`config.mk`:
```
export PLATFORM = sky130hd
export DESIGN_NAME = funct_generator_sequencer_flat
export DESIGN_NICKNAME = d
export VERILOG_FILES = /design/src/rtl/funct_generator_pkg.sv /design/src/rtl/funct_generator_sequencer_if.sv /design/src/rtl/funct_generator_seg_table.sv /design/src/rtl/funct_generator_sequencer.sv /design/src/flat_wrapper.sv
export SDC_FILE = /design/constraint.sdc
export NUM_CORES = 1
export LEC_CHECK = 0
export ABC_AREA = 0
export ABC_CLOCK_PERIOD_IN_PS = 6100
export CAP_MARGIN = 40
export CORE_UTILIZATION = 60
export CTS_CLUSTER_SIZE = 12
export DETAILED_ROUTE_END_ITERATION = 16
export GPL_ROUTABILITY_DRIVEN = 0
export PLACE_DENSITY_LB_ADDON = 0.15
export SYNTH_ARGS = -nofsm -noshare
export SYNTH_HDL_FRONTEND = slang
export SYNTH_HIERARCHICAL = 1
export SYNTH_SLANG_ARGS = --single-unit
```
`constraint.sdc`:
```
create_clock -name clk -period 6.1 [get_ports clk]
set_clock_uncertainty 0.1 [all_clocks]
set_input_delay 0.915 -clock clk [delete_from_list [all_inputs] [get_ports clk]]
set_output_delay 0.915 -clock clk [all_outputs]
set_load 0.05 [all_outputs]
```
`src/rtl/funct_generator_pkg.sv`:
```
// Shared types for the function generator segment sequencer.
// Table field widths track the default generator build.
package funct_generator_pkg;

  localparam int SEQ_AMP_W = 4;
  localparam int SEQ_LEN_W = 16;

  typedef enum logic [1:0] {
    ST_IDLE,
    ST_CONF,
    ST_RUN
  } seq_state_t;

  localparam logic [1:0] SEL_SIN = 2'd0;
  localparam logic [1:0] SEL_COS = 2'd1;
  localparam logic [1:0] SEL_TRI = 2'd2;
  localparam logic [1:0] SEL_SQU = 2'd3;

  typedef struct packed {
    logic [1:0]           sel;
    logic [SEQ_AMP_W-1:0] amp;
    logic [SEQ_LEN_W-1:0] len;
  } seg_t;

endpackage

```
`src/rtl/funct_generator_sequencer_if.sv`:
```
// Control, table-write and generator-drive bundle of the sequencer.
// FUNCT_SEQ_LOOP_EN adds the loop_i control.
interface funct_generator_sequencer_if #(
  parameter int INT_BITS = 4,
  parameter int NUM_SEG  = 4,
  parameter int LEN_W    = 16
);
  localparam int SEG_W = $clog2(NUM_SEG);

  logic                start_i;
  logic                abort_i;
  logic                fifo_afull_i;
  logic                seg_wr_i;
  logic [SEG_W-1:0]    seg_idx_i;
  logic [1:0]          seg_sel_i;
  logic [INT_BITS-1:0] seg_amp_i;
  logic [LEN_W-1:0]    seg_len_i;
  logic [SEG_W-1:0]    seg_last_i;
`ifdef FUNCT_SEQ_LOOP_EN
  logic                loop_i;
`endif
  logic                gen_en_n_o;
  logic                gen_conf_o;
  logic [INT_BITS-1:0] amp_o;
  logic [1:0]          sel_o;
  logic                busy_o;
  logic [SEG_W-1:0]    cur_seg_o;
  logic                seg_done_o;
  logic                done_o;

  modport master (
`ifdef FUNCT_SEQ_LOOP_EN
    output loop_i,
`endif
    output start_i, abort_i, fifo_afull_i,
    output seg_wr_i, seg_idx_i, seg_sel_i,
    output seg_amp_i, seg_len_i, seg_last_i,
    input  gen_en_n_o, gen_conf_o, amp_o, sel_o,
    input  busy_o, cur_seg_o, seg_done_o, done_o
  );

  modport slave (
`ifdef FUNCT_SEQ_LOOP_EN
    input  loop_i,
`endif
    input  start_i, abort_i, fifo_afull_i,
    input  seg_wr_i, seg_idx_i, seg_sel_i,
    input  seg_amp_i, seg_len_i, seg_last_i,
    output gen_en_n_o, gen_conf_o, amp_o, sel_o,
    output busy_o, cur_seg_o, seg_done_o, done_o
  );
endinterface

```
`src/rtl/funct_generator_seg_table.sv`:
```
// Segment table: NUM_SEG entries, one write port,
// one combinational read port, async reset to all-zero.
module funct_generator_seg_table
  import funct_generator_pkg::*;
#(
  parameter int NUM_SEG = 4,
  parameter int SEG_W   = $clog2(NUM_SEG)
) (
  input  logic             clk,
  input  logic             rst,
  input  logic             i_we,
  input  logic [SEG_W-1:0] i_widx,
  input  seg_t             i_wdata,
  input  logic [SEG_W-1:0] i_ridx,
  output seg_t             o_rdata
);

  seg_t r_mem [NUM_SEG];

  always_ff @(posedge clk or posedge rst) begin
    if (rst) begin
      for (int i = 0; i < NUM_SEG; i++) r_mem[i] <= '0;
    end else if (i_we) begin
      r_mem[i_widx] <= i_wdata;
    end
  end

  assign o_rdata = r_mem[i_ridx];

endmodule

```
`src/rtl/funct_generator_sequencer.sv`:
```
// Segment sequencer: configures the generator, then enables it len cycles.
// FUNCT_SEQ_LOOP_EN: wrap to segment 0 while loop_i is high.
module funct_generator_sequencer
  import funct_generator_pkg::*;
#(
  parameter int INT_BITS = SEQ_AMP_W,
  parameter int NUM_SEG  = 4,
  parameter int LEN_W    = SEQ_LEN_W
) (
  input logic clk,
  input logic rst,
  funct_generator_sequencer_if.slave bus
);

  localparam int SEG_W = $clog2(NUM_SEG);

  seq_state_t          r_state, w_state;
  logic [LEN_W-1:0]    r_iss, w_iss;
  logic [LEN_W-1:0]    r_len, w_len;
  logic [SEG_W-1:0]    r_cur, w_cur;
  logic [SEG_W-1:0]    r_last, w_last;
  logic [SEG_W-1:0]    w_nxt, w_rd_idx, w_last_in;
  logic                r_en_n, w_en_n;
  logic                r_conf, w_conf;
  logic                r_busy, w_busy;
  logic                r_sd, w_sd;
  logic                r_done, w_done;
  logic [INT_BITS-1:0] r_amp, w_amp;
  logic [1:0]          r_sel, w_sel;
  logic                w_enter, w_loop, w_we;
  logic [LEN_W-1:0]    w_rd_len;
  seg_t                w_wdata, w_rd;

`ifdef FUNCT_SEQ_LOOP_EN
  assign w_loop = bus.loop_i;
`else
  assign w_loop = 1'b0;
`endif

  assign w_we    = bus.seg_wr_i && (r_state == ST_IDLE);
  assign w_wdata = '{sel: bus.seg_sel_i,
                     amp: SEQ_AMP_W'(bus.seg_amp_i),
                     len: SEQ_LEN_W'(bus.seg_len_i)};

  assign w_last_in = (32'(bus.seg_last_i) >= NUM_SEG) ?
                     SEG_W'(NUM_SEG - 1) : bus.seg_last_i;
  // Entry to load next: seg 0 on start or wrap, else the following one
  assign w_nxt    = (r_cur == r_last) ? '0 : r_cur + 1'b1;
  assign w_rd_idx = (r_state == ST_IDLE) ? '0 : w_nxt;
  assign w_rd_len = LEN_W'(w_rd.len);

  funct_generator_seg_table #(
    .NUM_SEG (NUM_SEG),
    .SEG_W   (SEG_W)
  ) u_table (
    .clk     (clk),
    .rst     (rst),
    .i_we    (w_we),
    .i_widx  (bus.seg_idx_i),
    .i_wdata (w_wdata),
    .i_ridx  (w_rd_idx),
    .o_rdata (w_rd)
  );

  always_comb begin
    w_state = r_state;
    w_iss   = r_iss;
    w_len   = r_len;
    w_cur   = r_cur;
    w_last  = r_last;
    w_en_n  = 1'b1;
    w_conf  = 1'b0;
    w_amp   = r_amp;
    w_sel   = r_sel;
    w_sd    = 1'b0;
    w_done  = 1'b0;
    w_enter = 1'b0;
    unique case (r_state)
      ST_IDLE: begin
        if (bus.start_i) begin
          w_last  = w_last_in;
          w_enter = 1'b1;
        end
      end
      ST_CONF: begin
        w_state = bus.abort_i ? ST_IDLE : ST_RUN;
      end
      ST_RUN: begin
        if (bus.abort_i) begin
          w_state = ST_IDLE;
        end else if (r_iss == r_len) begin
          w_sd   = 1'b1;
          w_iss  = '0;
          w_done = (r_cur == r_last);
          if ((r_cur != r_last) || w_loop) w_enter = 1'b1;
          else                             w_state = ST_IDLE;
        end else if (!bus.fifo_afull_i) begin
          w_en_n = 1'b0;
          w_iss  = r_iss + 1'b1;
        end
      end
      default: w_state = ST_IDLE;
    endcase
    if (w_state == ST_IDLE) begin
      w_iss = '0;
      w_cur = '0;
    end
    // Zero-length entries bypass CONF and spend a single RUN cycle
    if (w_enter) begin
      w_cur = w_rd_idx;
      w_len = w_rd_len;
      w_iss = '0;
      if (w_rd_len == '0) begin
        w_state = ST_RUN;
      end else begin
        w_state = ST_CONF;
        w_conf  = 1'b1;
        w_amp   = INT_BITS'(w_rd.amp);
        w_sel   = w_rd.sel;
      end
    end
    w_busy = (w_state != ST_IDLE);
  end

  always_ff @(posedge clk or posedge rst) begin
    if (rst) begin
      r_state <= ST_IDLE;
      r_iss   <= '0;
      r_len   <= '0;
      r_cur   <= '0;
      r_last  <= '0;
      r_en_n  <= 1'b1;
      r_conf  <= 1'b0;
      r_amp   <= '0;
      r_sel   <= '0;
      r_busy  <= 1'b0;
      r_sd    <= 1'b0;
      r_done  <= 1'b0;
    end else begin
      r_state <= w_state;
      r_iss   <= w_iss;
      r_len   <= w_len;
      r_cur   <= w_cur;
      r_last  <= w_last;
      r_en_n  <= w_en_n;
      r_conf  <= w_conf;
      r_amp   <= w_amp;
      r_sel   <= w_sel;
      r_busy  <= w_busy;
      r_sd    <= w_sd;
      r_done  <= w_done;
    end
  end

  assign bus.gen_en_n_o = r_en_n;
  assign bus.gen_conf_o = r_conf;
  assign bus.amp_o      = r_amp;
  assign bus.sel_o      = r_sel;
  assign bus.busy_o     = r_busy;
  assign bus.cur_seg_o  = r_cur;
  assign bus.seg_done_o = r_sd;
  assign bus.done_o     = r_done;

endmodule

```
`src/flat_wrapper.sv`:
```
// flat-port wrapper written by rule: the top's interface ports become plain ports
module funct_generator_sequencer_flat import funct_generator_pkg::*;
#(
  parameter int INT_BITS = SEQ_AMP_W,
  parameter int NUM_SEG  = 4,
  parameter int LEN_W    = SEQ_LEN_W
)
  (clk, rst, bus_start_i, bus_abort_i, bus_fifo_afull_i, bus_seg_wr_i, bus_seg_idx_i, bus_seg_sel_i, bus_seg_amp_i, bus_seg_len_i, bus_seg_last_i, bus_gen_en_n_o, bus_gen_conf_o, bus_amp_o, bus_sel_o, bus_busy_o, bus_cur_seg_o, bus_seg_done_o, bus_done_o);
  funct_generator_sequencer_if #(.INT_BITS(INT_BITS), .NUM_SEG(NUM_SEG), .LEN_W(LEN_W)) bus_i ();
  input logic clk;
  input logic rst;
  input wire logic [$bits(bus_i.start_i)-1:0] bus_start_i;
  input wire logic [$bits(bus_i.abort_i)-1:0] bus_abort_i;
  input wire logic [$bits(bus_i.fifo_afull_i)-1:0] bus_fifo_afull_i;
  input wire logic [$bits(bus_i.seg_wr_i)-1:0] bus_seg_wr_i;
  input wire logic [$bits(bus_i.seg_idx_i)-1:0] bus_seg_idx_i;
  input wire logic [$bits(bus_i.seg_sel_i)-1:0] bus_seg_sel_i;
  input wire logic [$bits(bus_i.seg_amp_i)-1:0] bus_seg_amp_i;
  input wire logic [$bits(bus_i.seg_len_i)-1:0] bus_seg_len_i;
  input wire logic [$bits(bus_i.seg_last_i)-1:0] bus_seg_last_i;
  output wire logic [$bits(bus_i.gen_en_n_o)-1:0] bus_gen_en_n_o;
  output wire logic [$bits(bus_i.gen_conf_o)-1:0] bus_gen_conf_o;
  output wire logic [$bits(bus_i.amp_o)-1:0] bus_amp_o;
  output wire logic [$bits(bus_i.sel_o)-1:0] bus_sel_o;
  output wire logic [$bits(bus_i.busy_o)-1:0] bus_busy_o;
  output wire logic [$bits(bus_i.cur_seg_o)-1:0] bus_cur_seg_o;
  output wire logic [$bits(bus_i.seg_done_o)-1:0] bus_seg_done_o;
  output wire logic [$bits(bus_i.done_o)-1:0] bus_done_o;
  assign bus_i.start_i = bus_start_i;
  assign bus_i.abort_i = bus_abort_i;
  assign bus_i.fifo_afull_i = bus_fifo_afull_i;
  assign bus_i.seg_wr_i = bus_seg_wr_i;
  assign bus_i.seg_idx_i = bus_seg_idx_i;
  assign bus_i.seg_sel_i = bus_seg_sel_i;
  assign bus_i.seg_amp_i = bus_seg_amp_i;
  assign bus_i.seg_len_i = bus_seg_len_i;
  assign bus_i.seg_last_i = bus_seg_last_i;
  assign bus_gen_en_n_o = bus_i.gen_en_n_o;
  assign bus_gen_conf_o = bus_i.gen_conf_o;
  assign bus_amp_o = bus_i.amp_o;
  assign bus_sel_o = bus_i.sel_o;
  assign bus_busy_o = bus_i.busy_o;
  assign bus_cur_seg_o = bus_i.cur_seg_o;
  assign bus_seg_done_o = bus_i.seg_done_o;
  assign bus_done_o = bus_i.done_o;
  funct_generator_sequencer #(.INT_BITS(INT_BITS), .NUM_SEG(NUM_SEG), .LEN_W(LEN_W)) u_core (.clk(clk), .rst(rst), .bus(bus_i));
endmodule
```
---- After elaboration in Yosys (flattened, before gate mapping) ----
Cells that the tools add are included.
storage, ports and cells
  output and inout bits ................... 13
  register bits ........................... 137
  word-level logic and storage cells ...... 90
  input port bits ......................... 32
cells by class
  $add $sub $neg .......................... 2
  mux-type cells .......................... 40
  equality and inequality tests ........... 7
  reduce and logical (&&, ||, !) cells .... 11
  bitwise gates (word level) .............. 3
  magnitude comparators ................... 3
operators with widths
  kind                                                        number
  2-to-1 mux 16 bit                                           6
  bitwise mux 88 bit                                          1
  2-to-1 mux 22 bit                                           3
  binary-select mux 22 bit (select 2 bit)                     1
  demux 22 bit (select 2 bit)                                 1
  2-to-1 mux 2 bit                                            10
  adder 16 x 1 -> 16 bit, second input constant               1
  equality test 16 bit                                        1
  logical NOT 16 bit                                          1
  2-to-1 mux 1 bit                                            16
  greater-or-equal comparator 3 bit, second input constant    2
  NOT 2 -> 3 bit                                              2
  one-hot mux 2 bit (3 select lines)                          1
  logical NOT 2 bit                                           2
  inequality test 4 x 1 -> 1 bit, second input constant       1
  AND reduction 2 bit                                         2
  nonzero test 2 bit                                          2
  less-than comparator 3 x 1 -> 1 bit, second input constant  1
  inequality test 3 x 1 -> 1 bit, second input constant       1
  AND reduction 3 bit                                         1
  nonzero test 3 bit                                          1
  adder 2 x 1 -> 2 bit, second input constant                 1
  equality test 2 x 1 -> 1 bit, second input constant         1
  equality test 2 bit                                         1
  other kinds (5)                                             6

---- Depth between registers and ports, before layout ----
Gate-level depths: netlist of run 1.
  word-level depth ........................ 11
  gate-level depth with buffers ........... 13

---- By module ----
Netlist of run 1, hierarchy kept.
modules (own cells, without submodules)
  module                     times used  cells an instance  sequential area each (um^2)  area each (um^2)
  funct_generator_seg_table  1           215                2202.1                       3797.4
  funct_generator_sequencer  1           262                1227.4                       2738.9

---- Worst setup path after synthesis of run 1 ----
Ideal clock, no wire load.
  path type ............................... reg-to-reg
  start point ............................. register u_core.r_cur[0] (netlist: u_core/bus.cur_seg_o[0])
  end point ............................... register u_core.r_amp[0] (netlist: u_core/bus.amp_o[0])
  path slack .............................. 2.448 ns
  cell stages (with the launch flop) ...... 13
  library setup time ...................... 0.140 ns
  data required time ...................... 5.860 ns
  period minus slack after synthesis ...... 3.652 ns
  arrival ................................. 3.411 ns
  cell sequence ........................... dfrtp_1 -> xnor2_1 -> nand2_1 -> o21ai_0 -> nor2_1 -> buf_4 -> mux4_2 -> nor4_1 -> nand4_1 -> clkbuf_1 -> and3_1 -> a221oi_1 -> o211ai_1
RTL lines
  item                      line                              text
  start: declaration        funct_generator_sequencer.sv:20   logic [SEG_W-1:0] r_cur, w_cur;
  start signal: assignment  funct_generator_sequencer.sv:143  r_cur <= w_cur;
  end signal: assignment    funct_generator_sequencer.sv:147  r_amp <= w_amp;
  end: declaration          funct_generator_sequencer.sv:28   logic [INT_BITS-1:0] r_amp, w_amp;

==> results.md, run 1 <==
- Number of flops mapped to enable cells by yosys: 0
- Busiest grt layer: met2
- GR Util met3: 7.66%
- Max-slew headroom: 48.1%
- Slack of the critical path: 2160 ps
- Power per Cell Area: 458 nW/um^2
- Number of port buffers: 44
- DRT Wirelength: 14.1 mm
- Final setup fails: 0
- Ports: 45
- Die width: between 100 and 150 um
- Most frequent cells after synthesis: 136 x dfrtp_1, 95 x mux2_2, 22 x mux4_2, 18 x nand2_1, 16 x xor2_1
- Vias in the first global route: 4,469
- Area of the multi-input gates: between 2000 and 3000 sq um
- Reg2reg start: u_core/bus.cur_seg_o[0]
- Layout cells sized above 1: 35.2%
- GRT met2 Usage: 42.8%
- Main synth FF type: dfrtp_1
- Initial drt markers: 288
- Max-slew violations: 0
- Cell-internal power: ~2.5 mW
- Switching power: 1.06 mW
- Fill cell count: 691
- Tightest Pin Transition: 777 ps
- RSZ-0062 raised after global routing: no
- Post-DP HPWL: 9.40 mm
- Clk Latency, worst-skew pair: 540 ps
- First-pass GRT wire length: 23.3 mm
- Post_cts resized: 0
- Net Sw Frac: 30.0%
- Crit path launch type: register
- Maximum buffer depth of the clock tree: 2
- GRT Total Usage: about 28%
- Root Buffer: clkbuf_8
- Yosys cell types: 52
- Hold Crit Start: u_core/u_table/r_mem[19]
- M1 GR Usage: 37.2%
- Crit Path Category: reg2reg
- Starting density of the core: 62.5%
- Hold depth: 1
- 1st-pass router iterations: 4
- Reg2Reg Setup Slack: roughly 2200 ps
- Flops & latches, synth: 137
- Area Growth Syn to Fin: 18.5%
- Worst Path Max Fanout: 16
- Cell taking the most area after synthesis: dfrtp_1
- Hold Path Sink: u_core/u_table/r_mem[19]
- FF+latch area: 3430 sq um
- Reg2Reg Depth: 11
- Initial antenna violation count: 0
- Count leader, synth: dfrtp_1
- H-tree levels: 4
- Synth Area per Inst: 13.7 sq um
- Postcts setup bufs: 0
- Maximum VDD drop: between 0.0003 and 0.0004 V
- FF-to-FF End: u_core/bus.amp_o[0]
- Sequential-to-total area share from yosys stat: 52.5%
- Clk pwr share: approximately 29%
- CTS clk-pin slew, worst paths: 60 ps
- Outcome: finished, final reports clean
- Diodes inserted: 0
- Die area: 11,300 sq um
- Final Hold Viols: 0
- Vias: 4,222
- Max_cap viols: 0
- Worst endpoint required time: 6400 ps
- Total Power: 3.54 mW
- Die Span Y: 106 um
- Async SR Flop Fraction: 100%
- Avg Vias per Cell: 6.25
- P_leak: 3.28 nW
- Fmax: 0.254 GHz
- Synth warn: 6
- Tcrit/Tclk final: between 60% and 70%
- Clk sink count: 137
- Core ar.: approximately 10,000 sq um
- Util after Layout: 74.0%
- Fin crit period: 3940 ps
- Dpl ws: approximately 1700 ps
- Row cnt: 37
- Final antenna-violating net count: 0
- Num CTS Buffers: 17
- Hold Buf Count CTS: 0
- Routed len/inst: 20.9 um
- Crit end category: register
- DRC Markers: 0
- Largest net degree at the start of global routing: 68
- Synth top area share: 52.1%
- Cell count after synthesis: 477
- Seq pwr share: 41.8%
- Global route overflow: 0
- Worst Path Arrival: 4230 ps
- Synth area leaders: dfrtp_1 52%, mux2_2 16%, mux4_2 7.6%
- NumNets Final: 560
- Setup TNS: 0 ps
- Syn Nets: 510
- CTS tree: built
- Syn Std Cell Area: ~6500 sq um
- Power share of the combinational group: 29.3%
- HP Class: reg2reg
-- cells in the final DEF (no fill, tap or decap), types with 4 or more instances in the layout --
cell             Yosys  routed
nor2b_1              4       4
buf_4                5      11
o21ai_0              4       4
xor2_1              16      16
clkinv_4             0       4
a221oi_1             6       6
nand4_1             10      10
clkbuf_16            0      16
inv_1                8       6
nand2_1             18      18
a31o_2               4       4
o211ai_1             6       6
nor4_1               8       8
nand3_1             14      14
nor2_1              10       8
a31oi_1              8       8
mux2_2              95      95
and3_1               9       9
mux2_4               8       8
clkdlybuf4s50_1      0      44
and2_1              12      12
mux4_2              22      22
dfrtp_1            136     136
mux2i_1              7       7
-- power groups by stage --
stage | Combinational [mW] | Clock [mW] | Sequential, mW
2_1_floorplan | 0.756 | 0 | 1.46
3_3_place_gp | 0.963 | 0 | 1.48
3_5_place_dp | 1.03 | 0 | 1.48
4_1_cts | 1.04 | 1.04 | 1.48
5_1_grt | 1.11 | 1.08 | 1.51
6_report | 1.04 | 1.02 | 1.48
-- cell type report --
| class | instances | share of cell area (%) |
|---|---|---|
| Inverter | 8 | 0.404 |
| Timing Repair Buffer | 59 | 7.75 |
| Clock buffer | 19 | 5.44 |
| Sequential cell | 137 | 44.3 |
| Clock inverter | 13 | 2.18 |
| Tap cell | 136 | 2.20 |
| Multi-Input combinational cell | 304 | 37.8 |
-- critical path: stages (launching register included) --
cell and delay (ps):
dfrtp_1 440, xnor2_1 210, nand2_1 170, o21ai_0 180
nor2_2 220, buf_8 210, mux4_2 540, nor4_1 490
nand4_1 500, and3_1 370, a221oi_1 220, o211ai_1 150
-- how the worst max path moves through the flow --
stage	from	endpoint	slack, ps	cells past startpoint
4_1_cts	u_core/bus.cur_seg_o[0]	u_core/bus.amp_o[0]	1710	10
5_1_grt	u_core/bus.cur_seg_o[0]	u_core/bus.amp_o[0]	1940	11
3_5_place_dp	u_core/bus.cur_seg_o[0]	u_core/bus.sel_o[0]	1720	10
2_1_floorplan	u_core/bus.cur_seg_o[0]	u_core/bus.amp_o[0]	2450	12
6_report	u_core/bus.cur_seg_o[0]	u_core/bus.amp_o[0]	2160	11
3_3_place_gp	u_core/bus.cur_seg_o[0]	u_core/bus.sel_o[0]	1940	10
-- metal layers --
layer  up-vias  wire length, um
li1       1898                -
met1      2170             6310
met2       132             6760
met3        22              780
met4         0              244
met5         -                0
-- metrics by stage --
stage	cell area, sq um	cells	hold WS (ps)
after floorplan	6540	477	353
after global placement	7060	638	377
after detailed placement	7140	643	381
after CTS	7730	675	400
after global routing	7750	676	417
final	7750	676	406
-- cells by family after synthesis --
kind of cell	count (synthesis)	synth area share, %
AOI/OAI and AO/OA	46	5.63
xor gates and xnor gates	19	2.55
adders and majority gates	1	0.191
buffers and inverters	36	2.85
DFF	137	52.5
muxes	133	27.0
and+or+nand+nor	105	9.28
-- state kept, by name, indices dropped and copies added, names as in the netlist, 2 cells and up --
signal and count:
u_core/r_iss 16, u_core/r_last 2, u_core/bus.amp_o 4, u_core/bus.cur_seg_o 2
u_core/bus.sel_o 2, u_core/r_state 2, u_core/u_table/r_mem 88, u_core/r_len 16
(Power assumes the default switching activity.)
==> run 2, diff against run 1 <==
ABC_CLOCK_PERIOD_IN_PS = 4000   (was 6100)
CORE_UTILIZATION = 59   (was 60)
clock period = 4 ns   (was 6.1 ns; I/O delays follow)
==> run 2 against run 1 <==
  * Sequential share of layout area rose by 0.40 points
  * Routed wire length fell by 2.2%
  * Hold slack got worse by 72 ps
  * Sequential cell count did not move
  * Design area fell by 0.89%
  * Die area rose by 1.7%
  * Largest power group unchanged
==> results.md, run 2 (synthesis results as in run 1) <==
- P_leak: 3.24 nW (was 3.28 nW)
- Tightest Pin Transition: 666 ps (was 777 ps)
- Crit Path Category: reg2reg (unchanged)
- 1st-pass router iterations: 4 (unchanged)
- Critical-path cell list: xnor2_1 -> nand2_1 -> o21ai_0 -> nor2_2 -> buf_4 -> buf_4 -> mux4_2 -> nor4_1 -> nand4_1 -> buf_4 -> and3_1 -> a221oi_1 -> o211ai_1 (was xnor2_1 -> nand2_1 -> o21ai_0 -> nor2_2 -> buf_8 -> mux4_2 -> nor4_1 -> nand4_1 -> and3_1 -> a221oi_1 -> o211ai_1)
- Clk Latency, worst-skew pair: 520 ps (was 540 ps)
- HP Class: in2async (was reg2reg)
- Reg2reg start: u_core/bus.cur_seg_o[0] (unchanged)
- Reg2Reg Setup Slack: 340 ps (was 2160 ps)
- Tcrit/Tclk final: 91.6% (was 64.5%)
- Max FFs per register: 88 (unchanged)
- Final cell count without fillers: 675 (was 676)
- Ports: 45 (unchanged)
- Final setup fails: 0 (unchanged)
- Row cnt: 38 (was 37)
- Max-slew violations: 0 (unchanged)
- Max_cap viols: 0 (unchanged)
- Worst Path Arrival: 3950 ps (was 4230 ps)
- Vias in the first global route: 4,400 (was 4,469)
- Fmax: 0.273 GHz (was 0.254 GHz)
- CTS tree: built (unchanged)
- Layout cells sized above 1: 34.4% (was 35.2%)
- Worst endpoint required time: 4290 ps (was 6400 ps)
- Maximum VDD drop: 0.000391 V (was 0.000362 V)
- Avg Vias per Cell: 6.23 (was 6.25)
- Fin crit period: 3660 ps (was 3940 ps)
- Diodes inserted: 0 (unchanged)
- Maximum buffer depth of the clock tree: 2 (unchanged)
- FF-to-FF End: u_core/bus.amp_o[0] (unchanged)
- Final antenna-violating net count: 0 (unchanged)
- Cell mode on critical path: buf_4
- Routed len/inst: 20.4 um (was 20.9 um)
- Global route overflow: 0 (unchanged)
- Post-DP HPWL: 9.17 mm (was 9.40 mm)
- Most flop-heavy register: u_core/u_table/r_mem (unchanged)
- Crit path launch type: register (unchanged)
- Setup TNS: 0 ps (unchanged)
- Largest net degree at the start of global routing: 40 (was 68)
- Crit end category: register (unchanged)
- CP max-delay cell: dfrtp_1 (was mux4_2)
- Commonest non-fill, non-tap cells in the layout: 136 x dfrtp_1, 95 x mux2_2, 44 x clkdlybuf4s50_1 (unchanged)
- GRT Total Usage: 26.9% (was 27.7%)
- Area Growth Syn to Fin: 17.5% (was 18.5%)
- DRC Markers: 0 (unchanged)
- Worst Path Max Fanout: 15 (was 16)
- Reg2Reg Depth: 13 (was 11)
- Clk sink count: 137 (unchanged)
- Util after Layout: 71.1% (was 74.0%)
- Initial drt markers: 299 (was 288)
- Final Hold Viols: 0 (unchanged)
- Starting density of the core: 60.6% (was 62.5%)
- H-tree levels: 4 (unchanged)
- Initial antenna violation count: 0 (unchanged)
- Hold Buf Count CTS: 0 (unchanged)
- Number of port buffers: 44 (unchanged)
- Root Buffer: clkbuf_8 (unchanged)
- Max-slew headroom: 55.5% (was 48.1%)
- Power per Cell Area: 681 nW/um^2 (was 458 nW/um^2)
- Postcts setup bufs: 0 (unchanged)
- Crit path from: u_core/bus.cur_seg_o[0] (unchanged)
- Core ar.: 10,800 sq um (was 10,500 sq um)
- Post_cts resized: 0 (unchanged)
- Num CTS Buffers: 17 (unchanged)
- Placed cells: 647 (was 643)
- CTS clk-pin slew, worst paths: 60 ps (about the same)
- Fill cell count: 737 (was 691)
- Dpl ws: 372 ps (was 1720 ps)
- Vias: 4,207 (was 4,222)
- Die area: 11,500 sq um (was 11,300 sq um)
- Die width: 107 um (was 106 um)
- First-pass GRT wire length: 23.1 mm (was 23.3 mm)
- Die Span Y: 107 um (was 106 um)
- DRT Wirelength: 13.8 mm (was 14.1 mm)
- RSZ-0062 raised after global routing: no (unchanged)
- Most common cell after layout, fill and taps aside: dfrtp_1 (unchanged)
- Top Registers: u_core/u_table/r_mem x88, u_core/r_iss x16, u_core/r_len x16 (unchanged)
- Outcome: finished, final reports clean (unchanged)
- Slack of the critical path: 336 ps (was 2160 ps)
- NumNets Final: 559 (was 560)
- Max incr delay on CP: 440 ps (was 540 ps)
[run 2: per-stage QoR]
step	hold slack, ps	power [mW]	cell area [sq um]
6_report	335	5.23	7680
5_1_grt	354	5.51	7680
4_1_cts	335	5.26	7680
3_5_place_dp	381	3.82	7140
3_3_place_gp	367	3.72	7100
2_1_floorplan	353	3.37	6540
[run 2: final cells by class]
cell class / instances / area [sq um] / area share, %
Timing Repair Buffer: 58 / 583 / 7.59
Sequential cell: 137 / 3430 / 44.7
Clock buffer: 25 / 494 / 6.44
Multi-Input combinational cell: 304 / 2930 / 38.1
Inverter: 8 / 31.3 / 0.407
Clock inverter: 3 / 40.0 / 0.521
Tap cell: 140 / 175 / 2.28
[run 2: power breakdown]
part | switching (mW) | internal, mW
Combinational | 0.670 | 0.900
Clock | 0.528 | 0.891
Sequential | 0.321 | 1.92
Total | 1.52 | 3.71
[run 2: how the worst max path moves through the flow]
| stage | to | slack [ps] | cells past startpoint |
|---|---|---|---|
| 3_5_place_dp | u_core/bus.sel_o[1] | 370 | 12 |
| 6_report | u_core/bus.amp_o[0] | 340 | 13 |
| 5_1_grt | u_core/bus.sel_o[0] | 80 | 13 |
| 4_1_cts | u_core/bus.sel_o[1] | 340 | 12 |
| 3_3_place_gp | u_core/bus.amp_o[0] | 530 | 12 |
| 2_1_floorplan | u_core/bus.amp_o[0] | 350 | 12 |
[run 2: worst max-delay path: cells and delay by family (launching register included)]
family / cells / cell delay (ps)
simple gates: 5 / 1120
buf+inv: 3 / 730
compound gates: 3 / 540
flops: 1 / 440
mux: 1 / 360
xor+xnor: 1 / 220
[run 2: layer usage]
layer  share of wire [%]  GRT usage [%]
met3                 4.1           6.05
met1                  46           37.3
met2                  49           41.8
met4                 1.5           10.2
met5                   0              0
==> run 3, diff against run 2 <==
CAP_MARGIN = 25   (was 40)
==> run 3 against run 2 <==
  * Sequential power hardly changed
  * Setup slack better by 56 ps
  * Non-clock buffer count stayed put
  * Total power down 0.36%
  * Sequential cell count did not move
  * Largest cell class unchanged
  * Highest routed layer unchanged
==> results.md, run 3 (synthesis results as in run 1) <==
- Cell mode on critical path: buf_4 (unchanged)
- Util after Layout: 71.2% (was 71.1%)
- RSZ-0062 raised after global routing: no (unchanged)
- Maximum VDD drop: 0.000479 V (was 0.000391 V)
- Worst Path Max Fanout: 15 (unchanged)
- Worst endpoint required time: 4280 ps (was 4290 ps)
- CP max-delay cell: dfrtp_1 (unchanged)
- Max incr delay on CP: 440 ps (about the same)
- Ports: 45 (unchanged)
- Slack of the critical path: 392 ps (was 336 ps)
- Root Buffer: clkbuf_8 (unchanged)
- Die width: 107 um (unchanged)
- Max_cap viols: 0 (unchanged)
- Max FFs per register: 88 (unchanged)
- Final Hold Viols: 0 (unchanged)
- DRT Wirelength: 13.5 mm (was 13.8 mm)
- Row cnt: 38 (unchanged)
- P_leak: 3.24 nW (about the same)
- Clk Latency, worst-skew pair: 530 ps (was 520 ps)
- Final cell count without fillers: 675 (unchanged)
- Power per Cell Area: 678 nW/um^2 (was 681 nW/um^2)
- Tightest Pin Transition: 651 ps (was 666 ps)
- Postcts setup bufs: 0 (unchanged)
- Layout cells sized above 1: 34.8% (was 34.4%)
- Delay-heaviest family, CP: simple AND/OR/NAND/NOR gates (unchanged)
- Worst Path Arrival: 3890 ps (was 3950 ps)
- Placed cells: 645 (was 647)
- Crit end category: register (unchanged)
- Die area: 11,500 sq um (unchanged)
- Hold WS: 210 ps (was 335 ps)
- Starting density of the core: 60.6% (unchanged)
- HP Class: in2async (unchanged)
- Post-DP HPWL: 8.92 mm (was 9.17 mm)
- DRC Markers: 0 (unchanged)
- Final antenna-violating net count: 0 (unchanged)
- Maximum buffer depth of the clock tree: 2 (unchanged)
- Core ar.: 10,800 sq um (unchanged)
- Critical-path cell list: xnor2_1 -> nand2_1 -> o21ai_0 -> nor2_2 -> buf_4 -> buf_4 -> mux4_2 -> nor4_1 -> nand4_1 -> buf_4 -> and3_1 -> a221oi_1 -> o211ai_1 (unchanged)
- Vias: 4,185 (was 4,207)
- Num CTS Buffers: 17 (unchanged)
- Reg2Reg Setup Slack: 390 ps (was 340 ps)
- Outcome: finished, final reports clean (unchanged)
- Tcrit/Tclk final: 90.2% (was 91.6%)
- Fmax: 0.277 GHz (was 0.273 GHz)
- Max-slew violations: 0 (unchanged)
- 1st-pass router iterations: 4 (unchanged)
- Routed len/inst: 20.0 um (was 20.4 um)
- Fin crit period: 3610 ps (was 3660 ps)
- Area Growth Syn to Fin: 17.6% (was 17.5%)
- Largest net degree at the start of global routing: 61 (was 40)
- Commonest non-fill, non-tap cells in the layout: 136 x dfrtp_1, 95 x mux2_2, 44 x clkdlybuf4s50_1 (unchanged)
- Clk sink count: 137 (unchanged)
- Final Cell Area: 7680 sq um (about the same)
- CP bufs+invs: 3 (unchanged)
- Setup TNS: 0 ps (unchanged)
- First-pass GRT wire length: 22.5 mm (was 23.1 mm)
- Final setup fails: 0 (unchanged)
- Top Registers: u_core/u_table/r_mem x88, u_core/r_iss x16, u_core/r_len x16 (unchanged)
- Die Span Y: 107 um (unchanged)
- Max-slew headroom: 56.5% (was 55.5%)
- Total Power: 5.21 mW (was 5.23 mW)
- Initial antenna violation count: 0 (unchanged)
- Most common cell after layout, fill and taps aside: dfrtp_1 (unchanged)
- Hold Buf Count CTS: 0 (unchanged)
- Global route overflow: 0 (unchanged)
- Most flop-heavy register: u_core/u_table/r_mem (unchanged)
- Post_cts resized: 0 (unchanged)
- CTS clk-pin slew, worst paths: 60 ps (about the same)
- Avg Vias per Cell: 6.20 (was 6.23)
- NumNets Final: 559 (unchanged)
- Placed Area: 7100 sq um (was 7140 sq um)
- Crit path launch type: register (unchanged)
- Crit Path Category: reg2reg (unchanged)
- Vias in the first global route: 4,281 (was 4,400)
- CTS tree: built (unchanged)
- H-tree levels: 4 (unchanged)
- Dpl ws: 399 ps (was 372 ps)
- Initial drt markers: 220 (was 299)
- Diodes inserted: 0 (unchanged)
- GRT Total Usage: 26.2% (was 26.9%)
- Number of port buffers: 44 (unchanged)
-- run 3: cell count changes in the layout (fill, tap and decap cells not counted), sizes merged --
cell / previous run / this run
clkbuf: 25 / 21
clkinv: 3 / 5
clkinvlp: 0 / 2
-- run 3: layout make-up --
type,instances,area (sq um)
Fill cell,750,3110
Clock buffer,21,459
Inverter,8,31.3
Tap cell,140,175
Multi-Input combinational cell,304,2930
Clock inverter,7,72.6
Timing Repair Buffer,58,591
Sequential cell,137,3430
-- run 3: layer usage --
layer / vias up / GRT usage [%] / wire (um)
li1: 1900 / - / -
met1: 2174 / 36.9 / 6140
met2: 101 / 40.2 / 6580
met3: 10 / 6.66 / 650
met4: 0 / 8.22 / 132
met5: - / 0 / 0
-- run 3: where the power goes --
part | switching (mW) | internal, mW | total, mW
sequential | 0.316 | 1.92 | 2.24
clock | 0.551 | 0.858 | 1.41
combinational | 0.664 | 0.901 | 1.57
total | 1.53 | 3.68 | 5.21
-- run 3: final timing paths --
check / from / cells after the start / to
setup / recovery: u_core/bus.cur_seg_o[0] / 13 / u_core/bus.amp_o[1]
hold / removal: rst / 2 / u_core/u_table/r_mem[64]
setup reg to reg: u_core/bus.cur_seg_o[0] / 13 / u_core/bus.amp_o[1]
hold reg to reg: u_core/u_table/r_mem[80] / 1 / u_core/u_table/r_mem[80]
min in group clk: u_core/u_table/r_mem[80] / 1 / u_core/u_table/r_mem[80]
max in group asynchronous: rst / 4 / u_core/u_table/r_mem[48]
